File: src/rtl/hc595_scan_scheduler.sv
// Scans hex digits into 16-bit {segments, select} frames for the 74HC595 serializer. LOAD->valid takes 1 cycle, and each digit dwells DWELL_CYCLES after its handshake.
// A frame is held until frame_ready. Optional macro LEADING_ZERO_BLANK_EN blanks leading zero digits (digit 0 is never blanked).
module hc595_scan_scheduler #(
  parameter int NUM_DIGITS     = 8,
  parameter int DWELL_CYCLES   = 1000,
  parameter bit SEG_ACTIVE_LOW = 1'b1
) (
  input  logic                    s_clk,
  input  logic                    s_reset,
  input  logic                    enable,
  input  logic [4*NUM_DIGITS-1:0] digits_in,
  input  logic [NUM_DIGITS-1:0]   dp_in,
  output logic [15:0]             frame_data,
  output logic                    frame_valid,
  input  logic                    frame_ready,
  output logic [2:0]              digit_idx,
  output logic                    scan_done,
  output logic                    busy
);

  localparam int CW = (DWELL_CYCLES > 1) ? $clog2(DWELL_CYCLES) : 1;
  localparam logic [7:0] SEG_OFF = SEG_ACTIVE_LOW ? 8'hFF : 8'h00;
  localparam logic [2:0] LAST_IDX = 3'(NUM_DIGITS - 1);

  typedef enum logic [1:0] {IDLE, LOAD, SEND, DWELL} state_t;

  state_t                  state_q, state_d;
  logic [2:0]              digit_idx_q, digit_idx_d;
  logic [15:0]             frame_q, frame_d;
  logic                    valid_q, valid_d;
  logic                    done_q, done_d;
  logic                    busy_q, busy_d;
  logic [CW-1:0]           cnt_q, cnt_d;
  logic [4*NUM_DIGITS-1:0] snap_dig_q, snap_dig_d;
  logic [NUM_DIGITS-1:0]   snap_dp_q, snap_dp_d;

  logic [31:0] dig_ext;
  logic [7:0]  dp_ext;
  logic [3:0]  nib;
  logic [6:0]  seg7;
  logic        blank;
  logic [7:0]  seg_raw;
  logic [7:0]  seg_byte;
  logic [7:0]  sel_byte;

  // Digit 0 is decoded straight from the inputs because the snapshot is captured on the same edge.
  always_comb begin
    dig_ext = '0;
    dp_ext  = '0;
    dig_ext[4*NUM_DIGITS-1:0] = (digit_idx_q == 3'd0) ? digits_in : snap_dig_q;
    dp_ext[NUM_DIGITS-1:0]    = (digit_idx_q == 3'd0) ? dp_in : snap_dp_q;
    nib = dig_ext[{digit_idx_q, 2'b00} +: 4];
    case (nib)
      4'h0: seg7 = 7'h3F;
      4'h1: seg7 = 7'h06;
      4'h2: seg7 = 7'h5B;
      4'h3: seg7 = 7'h4F;
      4'h4: seg7 = 7'h66;
      4'h5: seg7 = 7'h6D;
      4'h6: seg7 = 7'h7D;
      4'h7: seg7 = 7'h07;
      4'h8: seg7 = 7'h7F;
      4'h9: seg7 = 7'h6F;
      4'hA: seg7 = 7'h77;
      4'hB: seg7 = 7'h7C;
      4'hC: seg7 = 7'h39;
      4'hD: seg7 = 7'h5E;
      4'hE: seg7 = 7'h79;
      default: seg7 = 7'h71;
    endcase
`ifdef LEADING_ZERO_BLANK_EN
    blank = (digit_idx_q != 3'd0) && ((dig_ext >> {digit_idx_q, 2'b00}) == 32'd0);
`else
    blank = 1'b0;
`endif
    seg_raw  = {dp_ext[digit_idx_q], blank ? 7'h00 : seg7};
    seg_byte = SEG_ACTIVE_LOW ? ~seg_raw : seg_raw;
    sel_byte = ~(8'd1 << digit_idx_q);
  end

  always_comb begin
    state_d     = state_q;
    digit_idx_d = digit_idx_q;
    frame_d     = frame_q;
    valid_d     = valid_q;
    done_d      = 1'b0;
    cnt_d       = cnt_q;
    snap_dig_d  = snap_dig_q;
    snap_dp_d   = snap_dp_q;
    case (state_q)
      IDLE: begin
        if (enable) state_d = LOAD;
      end
      LOAD: begin
        if (digit_idx_q == 3'd0) begin
          snap_dig_d = digits_in;
          snap_dp_d  = dp_in;
        end
        frame_d = {seg_byte, sel_byte};
        valid_d = 1'b1;
        state_d = SEND;
      end
      SEND: begin
        if (valid_q && frame_ready) begin
          valid_d = 1'b0;
          cnt_d   = CW'(DWELL_CYCLES - 1);
          state_d = DWELL;
        end
      end
      DWELL: begin
        if (cnt_q == '0) begin
          if (digit_idx_q == LAST_IDX) begin
            digit_idx_d = 3'd0;
            done_d      = 1'b1;
          end else begin
            digit_idx_d = digit_idx_q + 3'd1;
          end
          if (enable) begin
            state_d = LOAD;
          end else begin
            state_d     = IDLE;
            digit_idx_d = 3'd0;
          end
        end else begin
          cnt_d = cnt_q - CW'(1);
        end
      end
      default: state_d = IDLE;
    endcase
    busy_d = (state_d != IDLE);
  end

  always_ff @(posedge s_clk or negedge s_reset) begin
    if (!s_reset) begin
      state_q     <= IDLE;
      digit_idx_q <= 3'd0;
      frame_q     <= {SEG_OFF, 8'hFF};
      valid_q     <= 1'b0;
      done_q      <= 1'b0;
      busy_q      <= 1'b0;
      cnt_q       <= '0;
      snap_dig_q  <= '0;
      snap_dp_q   <= '0;
    end else begin
      state_q     <= state_d;
      digit_idx_q <= digit_idx_d;
      frame_q     <= frame_d;
      valid_q     <= valid_d;
      done_q      <= done_d;
      busy_q      <= busy_d;
      cnt_q       <= cnt_d;
      snap_dig_q  <= snap_dig_d;
      snap_dp_q   <= snap_dp_d;
    end
  end

  assign frame_data  = frame_q;
  assign frame_valid = valid_q;
  assign digit_idx   = digit_idx_q;
  assign scan_done   = done_q;
  assign busy        = busy_q;

endmodule
File: config.mk
export PLATFORM = sky130hd
export DESIGN_NAME = hc595_scan_scheduler
export DESIGN_NICKNAME = d
export VERILOG_FILES = /design/src/rtl/hc595_scan_scheduler.sv
export SDC_FILE = /design/constraint.sdc
export NUM_CORES = 1
export LEC_CHECK = 0
export ABC_AREA = 1
export CAP_MARGIN = 25
export CORE_MARGIN = 4
export CORE_UTILIZATION = 56
export CTS_BUF_LIST = sky130_fd_sc_hd__clkbuf_2
export DETAILED_ROUTE_END_ITERATION = 16
export PLACE_DENSITY_LB_ADDON = 0.08
export SETUP_SLACK_MARGIN = 0.2
export SLEW_MARGIN = 15
export SYNTH_ARGS = -nofsm -noshare
export SYNTH_HDL_FRONTEND = slang
export SYNTH_SLANG_ARGS = --single-unit
export TNS_END_PERCENT = 50
File: constraint.sdc
create_clock -name s_clk -period 3.3 [get_ports s_clk]
set_clock_uncertainty 0.2 [all_clocks]
set_input_delay 0.66 -clock s_clk [delete_from_list [all_inputs] [get_ports s_clk]]
set_output_delay 0.66 -clock s_clk [all_outputs]
set_load 0.1 [all_outputs]
======== Yosys cells after proc, flatten, opt, wreduce, memory -nomap -nowiden ========
Memory sizes are Yosys's and may differ from the RTL's.
Index checks and enable logic that the tools add are counted.
storage, ports and cells
  bits in registers ....................... 74
  memory bits (read-only) ................. 112
  input port bits ......................... 44
  output and inout bits ................... 22
  word-level logic and storage cells ...... 52
  memories kept ........................... 1
cells by class
  add/subtract/negate cells ............... 2
  $lt $le $gt $ge ......................... 1
  equal/unequal tests ..................... 6
  shifts and indexed selects .............. 2
  multiplexer cells ....................... 19
  bitwise logic cells ..................... 2
  reduce and logical (&&, ||, !) cells .... 10
memory list
  name             words  bits a word  rd ports  clocked after memory_dff  write ports  line  text
  (no name shown)  16     7            1         0                         0            53    case (nib)
operators with widths
  cell                                                                           count
  32-bit 2-to-1 mux                                                              1
  32-bit by 6-bit indexed part select with 4-bit output                          1
  10-bit 2-to-1 mux                                                              2
  10-bit case mux with 2 select lines                                            1
  8-bit inverter                                                                 2
  10-bit zero test                                                               1
  10-bit by 1-bit subtractor with 10-bit output (second input constant)          1
  8-bit 2-to-1 mux                                                               1
  2-bit case mux with 4 select lines                                             1
  1-bit by 3-bit << shifter with 8-bit output (first input constant)             1
  1-bit 2-to-1 mux                                                               6
  2-bit 2-to-1 mux                                                               3
  3-bit 2-to-1 mux                                                               2
  2-bit nonzero test                                                             3
  2-bit == test (second input constant)                                          2
  3-bit by 4-bit less-than comparator with 1-bit output (second input constant)  1
  2-bit inequality test (second input constant)                                  2
  2-bit AND reduction                                                            2
  3-bit by 1-bit adder with 3-bit output (second input constant)                 1
  1-bit binary-select mux with 3-bit select                                      1
  3-bit == test (second input constant)                                          1
  3-bit zero test                                                                1
  3-bit AND reduction                                                            1
  2-bit by 1-bit == test with 1-bit output (second input constant)               1
  other kinds (3)                                                                3

======== Longest topological paths before layout ========
  word-level depth ........................ 5
  depth in mapped cells ................... 22
  gate-level depth less buffers ........... 17

======== Worst setup path after synthesis ========
No wires, ideal clock.
  path type ............................... register to register
  from .................................... register digit_idx_q[0], in the netlist digit_idx[0]
  to ...................................... register frame_q[13], in the netlist frame_data[13]
  library setup time ...................... 0.076 ns
  arrival ................................. 3.442 ns
  required time ........................... 3.024 ns
  slack ................................... -0.418 ns
  cell stages (with the launch flop) ...... 23
  buffers on the path ..................... 5
  period minus slack after synthesis ...... 3.718 ns
  cells stage by stage .................... dfrtp_1 buf_2 clkinv_1 clkbuf_1 ha_1 buf_4 inv_1 nor2_2 buf_4 buf_4 nand2_1 nand3_1 nand3_1 nand2_1 nand2_1 nand2_1 ha_1 inv_1 nand3_1 nand3_1 nand2_1 nand2_1 nand2_1
between the ends
  cells in the longest elaborated chain, start to end .. 5
RTL lines
  what                                                       line  text
  start, declared                                            28    logic [2:0] digit_idx_q, digit_idx_d;
  start signal, assigned                                     146   digit_idx_q <= digit_idx_d;
  3-bit zero test                                            50    dig_ext[4*NUM_DIGITS-1:0] = (digit_idx_q == 3'd0) ? digits_in : snap_dig_q;
  32-bit 2-to-1 mux                                          n/a
  32-bit by 6-bit indexed part select with 4-bit output (*)  52    nib = dig_ext[{digit_idx_q, 2'b00} +: 4];
  memory 16 x 7 bit (*)                                      n/a
  8-bit inverter (*)                                         77    seg_byte = SEG_ACTIVE_LOW ? ~seg_raw : seg_raw;
  end signal, assigned                                       137   frame_q <= {SEG_OFF, 8'hFF};
  end signal, assigned                                       147   frame_q <= frame_d;
  end, declared                                              29    logic [15:0] frame_q, frame_d;
Every way passes the cells marked *; elsewhere a longest branch is shown, timed or not.
A chain may end at the register's enable or synchronous reset.

======== Final worst setup path ========
  from .................................... register digit_idx_q[0], in the netlist digit_idx[0]
  to ...................................... register frame_q[11], in the netlist frame_data[11]
Same word-level chain as after synthesis.

==> results.cfg <==
[logic_synthesis]
syn_inst = 558
syn-cell-area_um2 = 4200
avgSynthCellArea_um2 = 7.52
yosysTopAreaCellShare = 0.346
ys.flop_type = dfrtp_1
synth-seq-area-share = 0.446
synth_most_common_cell = nand2_1
synth_top_cell_by_area = dfrtp_1
synth-edff-count = 0
synth_fp_nets = 616
synth_cell_types = 33
ys_top_cells_by_count = nand2_1, nand3_1, dfrtp_1
async_reset_ff_frac = 1.00
ys_warn_count = 0
ys_ff_latch = 74
synth_area_leaders = dfrtp_1, nand2_1, dfstp_2

[grt]
antenna_found_initial = 0
grt_usage = 0.247
grt_overflow = 0
grt_pass1_wl_um = 17400
grt_max_degree = 42
grt_pass1_vias = 3703

[critical_path]
endpoint_kind = flop
crit_buf_inv = 3
criticalPathCategory = reg -> reg
worstPathMaxFanout = 30
crit_family = simple AND/OR/NAND/NOR gates
worstPathArrival_ns = 3.04
critical_path_required_ns = 3.56
crit_top_cell = nand2_1
worst_path_max_delay_cell = dfrtp_4
cp_cell_sequence = clkinv_2 > ha_1 > inv_1 > nor2_2 > buf_6 > nand2_1 > nand3_1 > nand3_1 > nand2_1 > nand2_1 > nand2_1 > ha_1 > nand3_1 > nand2_1 > nand2_1 > nand2_1 > nand2_1 > nand2_1
cp-start-kind = flop
cpPeakStageDelay_ns = 0.52

[sta]
fin_crit_sh = 0.843
holdWs_ns = 0.282
tightestPinTransition_ns = 0.737
hold_viol_final = 0
worst_slack_ns = 0.519
tns_ns = 0
clock.fmax_mhz = 360
maxSlewHeadroom = 0.508
drv_slew = 0
finalCriticalPeriod_ns = 2.78
setup_viol = 0
rsz0062_at_grt = no

[floorplan]
io_pins = 66
die_w_um = 94.6
core_um2 = 7250
die_h_um = 94.6
die_area_um2 = 8950
rows = 31
start_util = 0.579

[place]
place_ws_ns = 0.476
hpwl_um = 7290
gp_congestion = 0.939
port_buffers = 65

[pwr]
power_frac_clock = 0.191
p_leak_nw = 2.51
ir_drop_v = 0.000446
power_switching_w = 0.00159
p_sw_frac = 0.456
p_seq_frac = 0.334
powerDensity_nw_per_um2 = 689
internal-power_w = 0.00189
p_comb_frac = 0.475

[routing]
viasPerCell = 5.39
ant_nets = 0
wl_per_cell_um = 14.5
drt_wl_total_um = 10500
drc = 0
drt_pass1_iterations = 5
drt-initial-drc-count = 243
vias = 3906

[clock_network]
cts_inserted_buffers = 9
htreeDepth = 3
cts_tree = done
clock_path_buffers = 2
cts.sinks = 74
clk_latency_ns = 0.54
clk_pin_slew_ns = 0.23
root_buffer = clkbuf_2

[final_layout]
syn_to_final_growth_pct = 20.3
finalNetCount = 679
drive_gt1_frac = 0.142
diodes = 0
nFillCells = 637

[run_status]
status = completed

[run]
drv_cap = 0

[worst_hold_path]
hold_path_class = reg -> reg
-- per-layer routing --
metal / vias up / part of all wire / track usage
li1: 1918 / - / -
met4: 0 / 0.015 / 0.0661
met5: - / 0 / 0
met1: 1847 / 0.44 / 0.311
met3: 16 / 0.063 / 0.0614
met2: 125 / 0.48 / 0.424
-- power groups by stage --
stage	logic (W)	registers [W]	clock network [W]
2_1_floorplan	0.000858	0.00151	0
4_1_cts	0.00160	0.00118	0.000673
5_1_grt	0.00182	0.00118	0.000719
6_report	0.00165	0.00116	0.000665
3_5_place_dp	0.00159	0.00120	0
3_3_place_gp	0.00154	0.00119	0
-- area by class of cell --
type | count | area [um2] | area share
Clock inverter | 5 | 104 | 0.0206
Tap cell | 99 | 124 | 0.0245
Inverter | 53 | 203 | 0.0401
Timing Repair Buffer | 78 | 707 | 0.140
Multi-Input combinational cell | 405 | 1980 | 0.392
Clock buffer | 11 | 55.1 | 0.0109
Sequential cell | 74 | 1880 | 0.372
-- registers in the layout (all words and copies together) (netlist names) --
| signal | count |
|---|---|
| busy | 1 |
| state_q | 2 |
| snap_dp_q | 8 |
| digit_idx | 3 |
| snap_dig_q | 32 |
| frame_valid | 1 |
| cnt_q | 10 |
| frame_data | 16 |
| scan_done | 1 |
-- placed cells by master, fill, tap and decap left out, types with 2 or more instances in the layout --
| cell | synthesis | layout |
|---|---|---|
| clkbuf_2 | 0 | 11 |
| buf_4 | 3 | 32 |
| o211ai_1 | 8 | 8 |
| dfrtp_1 | 58 | 56 |
| clkinv_2 | 0 | 2 |
| o21ai_1 | 6 | 6 |
| o211ai_2 | 4 | 4 |
| nor2_1 | 24 | 24 |
| mux2i_1 | 3 | 3 |
| inv_2 | 3 | 3 |
| nand3_1 | 80 | 80 |
| a31oi_1 | 8 | 8 |
| nand2_2 | 3 | 3 |
| nand4_1 | 3 | 3 |
| nand2_1 | 206 | 206 |
| bufinv_16 | 0 | 3 |
| a21oi_1 | 7 | 7 |
| inv_1 | 48 | 48 |
| nand3_2 | 2 | 2 |
| ha_1 | 14 | 14 |
| nor2_4 | 2 | 2 |
| clkdlybuf4s50_1 | 0 | 42 |
| o22ai_1 | 2 | 2 |
| dfstp_2 | 16 | 16 |
| o21ai_0 | 27 | 27 |
-- through the flow --
stage                      util  power, W  instances  cell area, um2
final                     0.696   0.00348        725            5050
after global routing      0.696   0.00372        725            5050
after CTS                 0.692   0.00346        723            5020
after detailed placement  0.669   0.00279        706            4850
after global placement    0.669   0.00273        706            4850
after floorplan               -   0.00236        558            4210
-- cells by family after synthesis --
group,after synthesis,synth area share
buf+inv,79,0.0843
simple gates,326,0.332
mux,3,0.00715
fa+ha+maj,14,0.0417
flops,74,0.446
compound gates,62,0.0888
-- worst register-to-register path, cell delays in order, from the launching register on --
cell      delay, ns
dfrtp_4        0.52
clkinv_2       0.06
ha_1           0.28
inv_1          0.09
nor2_2         0.11
buf_6          0.24
nand2_1        0.11
nand3_1        0.09
nand3_1        0.10
nand2_1        0.07
nand2_1        0.05
nand2_1        0.15
ha_1           0.22
nand3_1        0.12
nand2_1        0.09
nand2_1        0.05
nand2_1        0.08
nand2_1        0.05
nand2_1        0.06
-- path summary, 6_finish.rpt --
path,start,to,slack [ns],cells after the start
worst max-delay path,digit_idx[0],frame_data[11],0.52,18
worst min-delay path,frame_data[15],frame_data[15],0.28,2
worst max register to register,digit_idx[0],frame_data[11],0.52,18
worst min register to register,frame_data[15],frame_data[15],0.28,2
max in group asynchronous,s_reset,frame_data[0],1.70,3
min in group asynchronous,s_reset,snap_dig_q[0],0.43,2
-- what timing repair did --
item / 4_1_cts / 5_1_grt
setup buffers: 0 / 2
gates resized for setup: 0 / 2
endpoints found under the setup margin: 0 / 1
hold buffers: 1 / 0
endpoints found under the hold margin: 22 / 0
Note: power is estimated with default switching activity, not from simulation.
